===== config.mk =====
export PLATFORM = sky130hd
export DESIGN_NAME = ov7670_pixel_packer
export DESIGN_NICKNAME = d
export VERILOG_FILES = /design/src/rtl/ov7670_pixel_packer.sv
export SDC_FILE = /design/constraint.sdc
export NUM_CORES = 1
export LEC_CHECK = 0
export CAP_MARGIN = 10
export CORE_ASPECT_RATIO = 0.75
export CORE_UTILIZATION = 50
export DETAILED_ROUTE_END_ITERATION = 10
export GPL_ROUTABILITY_DRIVEN = 0
export PLACE_DENSITY = 0.75
export SETUP_SLACK_MARGIN = 0.2
export SLEW_MARGIN = 10
export SYNTH_ARGS = -nofsm -noshare
export SYNTH_HDL_FRONTEND = slang
export SYNTH_SLANG_ARGS = --single-unit

===== constraint.sdc =====
create_clock -name wclk -period 2.03 [get_ports wclk]
set_input_delay 0.406 -clock wclk [delete_from_list [all_inputs] [get_ports wclk]]
set_output_delay 0.406 -clock wclk [all_outputs]
set_load 0.005 [all_outputs]

===== src/rtl/ov7670_pixel_packer.sv =====
// ov7670_pixel_packer
//
// Capture front-end between the OV7670 parallel camera bus and the frame
// buffer write port. The camera pclk/href/vsync/data lines are brought into
// the wclk domain through two-flop synchronisers. Byte pairs are assembled
// into RGB565 pixels. The 640x480 sensor stream is decimated down to a
// c_img_cols x c_img_rows image, and the block drives the write address,
// write data and write enable of frame buffer port A.
//
// Ports:
//   wclk        system clock, must be at least 3x the pclk frequency
//   rst         synchronous, active-high reset
//   enable      capture write enable; 0 freezes buffer contents
//   pclk        camera pixel clock, asynchronous to wclk
//   vsync       camera vertical sync, high between frames
//   href        camera line valid
//   data[7:0]   camera data byte
//   addr        frame buffer write address
//   dout[15:0]  RGB565 pixel {r[4:0], g[5:0], b[4:0]}
//   we          one-cycle write strobe
//   frame_done  one-cycle pulse at the end of each captured frame
//   busy        high while a frame is being captured (ACTIVE state)
//
// Build option:
//   OV_PACKER_SWAP_RB_EN  when defined, the 5-bit red and blue fields of dout
//                         are swapped ({b5, g6, r5}) for BGR byte order.

module ov7670_pixel_packer #(
  parameter int c_img_cols    = 80,
  parameter int c_img_rows    = 60,
  parameter int c_img_pxls    = c_img_cols*c_img_rows,
  parameter int c_nb_img_pxls = 13,
  parameter int c_dec_log2    = 3
) (
  input  logic                     wclk,
  input  logic                     rst,
  input  logic                     enable,
  input  logic                     pclk,
  input  logic                     vsync,
  input  logic                     href,
  input  logic [7:0]               data,
  output logic [c_nb_img_pxls-1:0] addr,
  output logic [15:0]              dout,
  output logic                     we,
  output logic                     frame_done,
  output logic                     busy
);

  typedef enum logic [1:0] {
    ST_IDLE,
    ST_SYNC,
    ST_ACTIVE
  } state_t;

  localparam logic [9:0]               c_col_lim   = 10'(c_img_cols);
  localparam logic [8:0]               c_line_lim  = 9'(c_img_rows);
  localparam logic [c_nb_img_pxls-1:0] c_addr_last = c_nb_img_pxls'(c_img_pxls - 1);

  state_t state;

  logic [1:0] pclk_s;
  logic [1:0] href_s;
  logic [1:0] vsync_s;
  logic [7:0] data_s1;
  logic [7:0] data_s2;
  logic       pclk_d;
  logic       href_d;
  logic       vsync_d;

  logic [9:0]               col;
  logic [8:0]               line;
  logic                     phase;
  logic [7:0]               hi_byte;
  logic [c_nb_img_pxls-1:0] addr_cnt;
  logic                     kept_any;

  logic        pclk_rise;
  logic        href_fall;
  logic        vsync_rise;
  logic [9:0]  col_dec;
  logic [8:0]  line_dec;
  logic        keep;
  logic [15:0] pixel;
  logic [15:0] pix_out;

  // Two-flop synchronisers plus one extra stage on the control lines for
  // edge detection. Data follows the same delay as pclk, so it is stable
  // when the synchronised pclk edge is seen.
  always_ff @(posedge wclk) begin
    if (rst) begin
      pclk_s  <= '0;
      href_s  <= '0;
      vsync_s <= '0;
      data_s1 <= '0;
      data_s2 <= '0;
      pclk_d  <= 1'b0;
      href_d  <= 1'b0;
      vsync_d <= 1'b0;
    end else begin
      pclk_s  <= {pclk_s[0], pclk};
      href_s  <= {href_s[0], href};
      vsync_s <= {vsync_s[0], vsync};
      data_s1 <= data;
      data_s2 <= data_s1;
      pclk_d  <= pclk_s[1];
      href_d  <= href_s[1];
      vsync_d <= vsync_s[1];
    end
  end

  assign pclk_rise  = pclk_s[1] & ~pclk_d;
  assign href_fall  = href_d & ~href_s[1];
  assign vsync_rise = vsync_s[1] & ~vsync_d;

  // A pixel survives decimation only on the first column/line of each
  // decimation block and only inside the output image window.
  assign col_dec  = col >> c_dec_log2;
  assign line_dec = line >> c_dec_log2;
  assign keep     = (col[c_dec_log2-1:0] == '0) && (line[c_dec_log2-1:0] == '0) &&
                    (col_dec < c_col_lim) && (line_dec < c_line_lim);

  assign pixel = {hi_byte, data_s2};

`ifdef OV_PACKER_SWAP_RB_EN
  assign pix_out = {pixel[4:0], pixel[10:5], pixel[15:11]};
`else
  assign pix_out = pixel;
`endif

  // Capture FSM. col and line saturate so that an oversized frame can never
  // wrap back into the image window. href falling has priority over a byte
  // edge, and it drops any half-assembled pixel.
  always_ff @(posedge wclk) begin
    we         <= 1'b0;
    frame_done <= 1'b0;
    if (rst) begin
      state    <= ST_IDLE;
      addr     <= '0;
      dout     <= '0;
      busy     <= 1'b0;
      col      <= '0;
      line     <= '0;
      phase    <= 1'b0;
      hi_byte  <= '0;
      addr_cnt <= '0;
      kept_any <= 1'b0;
    end else begin
      case (state)
        ST_IDLE: begin
          if (vsync_s[1]) begin
            state <= ST_SYNC;
          end
        end
        ST_SYNC: begin
          if (!vsync_s[1]) begin
            state    <= ST_ACTIVE;
            busy     <= 1'b1;
            col      <= '0;
            line     <= '0;
            phase    <= 1'b0;
            addr_cnt <= '0;
            addr     <= '0;
            kept_any <= 1'b0;
          end
        end
        ST_ACTIVE: begin
          if (vsync_rise) begin
            state      <= ST_SYNC;
            busy       <= 1'b0;
            frame_done <= kept_any;
          end else if (href_fall) begin
            if (line != '1) begin
              line <= line + 9'd1;
            end
            col   <= '0;
            phase <= 1'b0;
          end else if (pclk_rise && href_s[1]) begin
            if (!phase) begin
              hi_byte <= data_s2;
              phase   <= 1'b1;
            end else begin
              phase <= 1'b0;
              if (col != '1) begin
                col <= col + 10'd1;
              end
              // addr and dout track every kept pixel; enable only gates we,
              // so the address stays correct across a disabled stretch.
              if (keep) begin
                addr     <= addr_cnt;
                dout     <= pix_out;
                we       <= enable;
                kept_any <= 1'b1;
                if (addr_cnt != c_addr_last) begin
                  addr_cnt <= addr_cnt + 1'b1;
                end
              end
            end
          end
        end
        default: begin
          state <= ST_IDLE;
        end
      endcase
    end
  end

endmodule


==> qor.txt <==
FLOORPLANNING
-------------------------------------------------------------------------------------------------
Num rows                                                                                       27
Chip height                                                                               79.6 um
Die width                                                                                  105 um
Area enclosed by the die boundary                                                      8400 sq um
Core region area                                                                       7570 sq um
Initial core utilization                                                                    53.1%
Top Ports                                                                                      46

WORST SETUP PATH
-------------------------------------------------------------------------------------------------
Worst setup path start                                                                    line[1]
Crit Reg-Reg Startpoint                                                                   line[1]
Data arrival at the endpoint of the critical path                                         2190 ps
Slowest CP cell                                                                           dfxtp_2
Cells traversed along the worst timing path                                          ha_4 -> nand2_2 -> nor2_2 -> and3_4 -> ha_4 -> buf_4 -> nor4_4 -> nor2_1 -> a311oi_1
Largest driver fanout on the critical path                                                      2
Max incr delay on CP                                                                       350 ps
Critical path capture point type                                                             flop
Most frequent cell on the critical path                                                      ha_4
Startpoint-to-endpoint class of the critical path                                    flop to flop
Nature of the critical path startpoint                                                       flop
Required arrival time at the worst endpoint                                               2290 ps

DRT
-------------------------------------------------------------------------------------------------
First-pass iteration count of the detailed router                                               5
Routed wire length                                                                        9040 um
Per-cell routed wire length                                                               14.9 um
Number of DRC violations after detailed-routing iteration 0                                   143
Residual antenna-violating net count after detailed routing                                     0
Number of vias in the routed layout                                                          3399
Drt drc                                                                                         0
Detailed-route vias per instance                                                             5.62

TIMING
-------------------------------------------------------------------------------------------------
Number of max-slew violations in the final report                                               0
Max transition margin                                                                       67.3%
Period Utilization, post-route                                                              95.1%
Final hold violations                                                                           0
Worst-Margin Slew                                                                          478 ps
Worst clock skew                                                                          9.03 ps
Final critical delay including setup and external delays                                  1930 ps
Peak Freq                                                                               0.518 GHz
Number of endpoints failing setup at the final stage                                            0
Setup repair after global routing missed its margin                                           yes
Total negative slack                                                                         0 ps

CLOCK TREE
-------------------------------------------------------------------------------------------------
Skew-Pair Late Insertion Delay                                                             380 ps
CTS Hold Bufs                                                                                   0
Count of H-tree levels built during CTS                                                         3
Cell chosen for the clock root                                                           clkbuf_8
CTS Buffer Depth                                                                                2
Clock Pin Slew Worst Setup and Hold Paths                                                  100 ps
Clock sink total                                                                              101
TritonCTS clock tree                                                                          yes
Number of buffers inserted during clock tree synthesis                                          9

YOSYS
-------------------------------------------------------------------------------------------------
YS warnings                                                                                     0
Average footprint of a synthesized cell                                                9.23 sq um
Share of the yosys chip area belonging to registers                                         50.3%
Yosys top cell area share                                                                   50.3%
Flip-flop cell with the highest count after synthesis                                     dfxtp_1
Cell types with the largest area share after synthesis                               dfxtp_1, nand2_1, nor2b_1
Number of register bits inferred by synthesis                                                 101
Number of distinct library cell variants in the gate-level netlist after synthesis             55
Syn Nets                                                                                      455
Most instantiated cells after synthesis                                              dfxtp_1, nand2_1, a21oi_1, nor2_1, nor2b_1
Count leader, synth                                                                       dfxtp_1
Post-synth design cell area                                                            4020 sq um
Number of flops mapped to enable cells by yosys                                                 0
Share of flip-flops with an asynchronous set or reset after synthesis                          0%
Largest area contributor in the netlist                                                   dfxtp_1
Cell count after synthesis                                                                    435

POWER
-------------------------------------------------------------------------------------------------
PnR Total Power                                                                           3.40 mW
Power Density                                                                         670 nW/um^2
Clk network pwr share                                                                       36.0%
Switching share of total power                                                              25.0%
Cell-internal power                                                                       2.55 mW
Combinational Power Share                                                                    4.7%
Sw Pwr                                                                                   0.852 mW
Leakage Power                                                                             1.85 nW
Max rail drop VDD                                                                          439 uV
Sequential share of power                                                                   59.3%

FINAL LAYOUT
-------------------------------------------------------------------------------------------------
Area added between synthesis and finish                                                     26.6%
Fill cell total of the finished layout                                                        599
Final core utilization                                                                      67.2%
Inserted Diodes                                                                                 0
Layout cells sized above 1                                                                  17.5%
Post-layout net count                                                                         519
Footprint of the multi-input gates                                                     2040 sq um
Number of standard cells in the layout, taps in and fillers out                               605
FF+latch area                                                                          2030 sq um

GRT
-------------------------------------------------------------------------------------------------
Met2 Track Usage GR                                                                         35.9%
Wire length of the first global-routing pass                                             14300 um
Peak-usage layer in the global routing report                                                met2
Number of antenna violations at the first check in global routing                               0
Number of global-route vias before repair                                                    3052
Pin count of the biggest net entering global routing                                           43
Met1 Usage GRT                                                                              28.1%
Global route total overflow                                                                     0
Overall track demand over capacity in global routing                                        21.7%
Met3 Resource Use GR                                                                        4.90%

PLACEMENT
-------------------------------------------------------------------------------------------------
Number of buffers inserted by port buffering                                                   45
Dpl cells                                                                                     579
Total half-perimeter wirelength after legalization and detailed placement                 5880 um

MIN PATH
-------------------------------------------------------------------------------------------------
Type of the tightest min-delay check                                                 primary input to flop
Hold_sp                                                                                       rst

OUTCOME
-------------------------------------------------------------------------------------------------
Result of the run                                                                    finished clean

JOB
-------------------------------------------------------------------------------------------------
Max-cap viol count                                                                              0

state kept, by name (all words and copies together) (netlist names), 2 cells and up:
register / cells
addr: 13
addr_cnt: 13
col: 10
data_s1: 8
data_s2: 8
dout: 16
hi_byte: 8
href_s: 2
line: 9
pclk_s: 2
state: 2
vsync_s: 2
per-layer routing:
layer  part of all wire (%)  wire (um)  up-vias
met2                     45       4060      100
li1                       -          -     1674
met3                    5.6        507       18
met4                    1.6        149        0
met1                     48       4330     1607
met5                      0          0        -
repair_timing:
action | 4_1_cts | 5_1_grt
endpoints found under the hold margin | 0 | 0
pin swaps | 5 | 14
gates resized for setup | 15 | 33
setup endpoints to repair | 33 | 58
setup buffers | 6 | 4
cells by family (layout without fill, tap and decap cells):
kind of cell / after synthesis / in the layout / synth area share [%]
and+or+nand+nor: 186 / 186 / 24.4
DFF: 101 / 101 / 50.3
AOI/OAI and AO/OA: 94 / 94 / 16.0
buffers and inverters: 30 / 99 / 3.15
muxes: 10 / 10 / 2.49
xor gates and xnor gates: 8 / 8 / 1.74
adders and majority gates: 6 / 6 / 1.87
worst max-delay path: cells and delay by family (launching register included):
family	cells	cell delay (ps)
simple gates	5	700
flops	1	350
fa+ha+maj	2	320
compound gates	1	310
buf+inv	1	130
power by group through the flow:
stage,Clock (mW),Combinational [mW],Sequential (mW)
final,1.22,0.160,2.02
after global routing,1.33,0.173,2.02
after CTS,1.26,0.150,2.02
after detailed placement,0,0.144,2.06
after global placement,0,0.142,2.06
after floorplan,0,0.0856,2.06
worst paths after layout:
path / to / slack (ps) / cells past startpoint
worst min register to register: vsync_s[1] / 450 / 1
worst max-delay path: line[0] / 100 / 9
worst min-delay path: addr_cnt[5] / 400 / 4
worst max register to register: line[0] / 100 / 9
cells in the final DEF (no fill, tap or decap), types with 13 or more instances in the layout:
cell and count:
clkdlybuf4s50_1 44, nand3_1 16, buf_4 27, nor2_1 30, a21oi_1 31, o21ai_0 14, nor2b_1 26, dfxtp_1 95
nand2_1 50, a22o_1 13
cell type report:
class                   instances  area share, %
clock buffers                   9           2.44
clock inverters                 7           1.26
inverters                      10          0.738
multi-input cells             304           40.2
flip-flops and latches        101           39.9
well taps                     101           2.49
repair buffers                 73           13.0
stage by stage:
stage	area, sq um	hold WS [ps]	setup slack, ps
floorplan	4030	414	112
global placement	4650	416	109
detailed placement	4650	426	26.7
CTS	4920	383	108
global route	5080	412	53.8
finish	5080	402	99.1
Note: power is estimated with default switching activity, not from simulation.
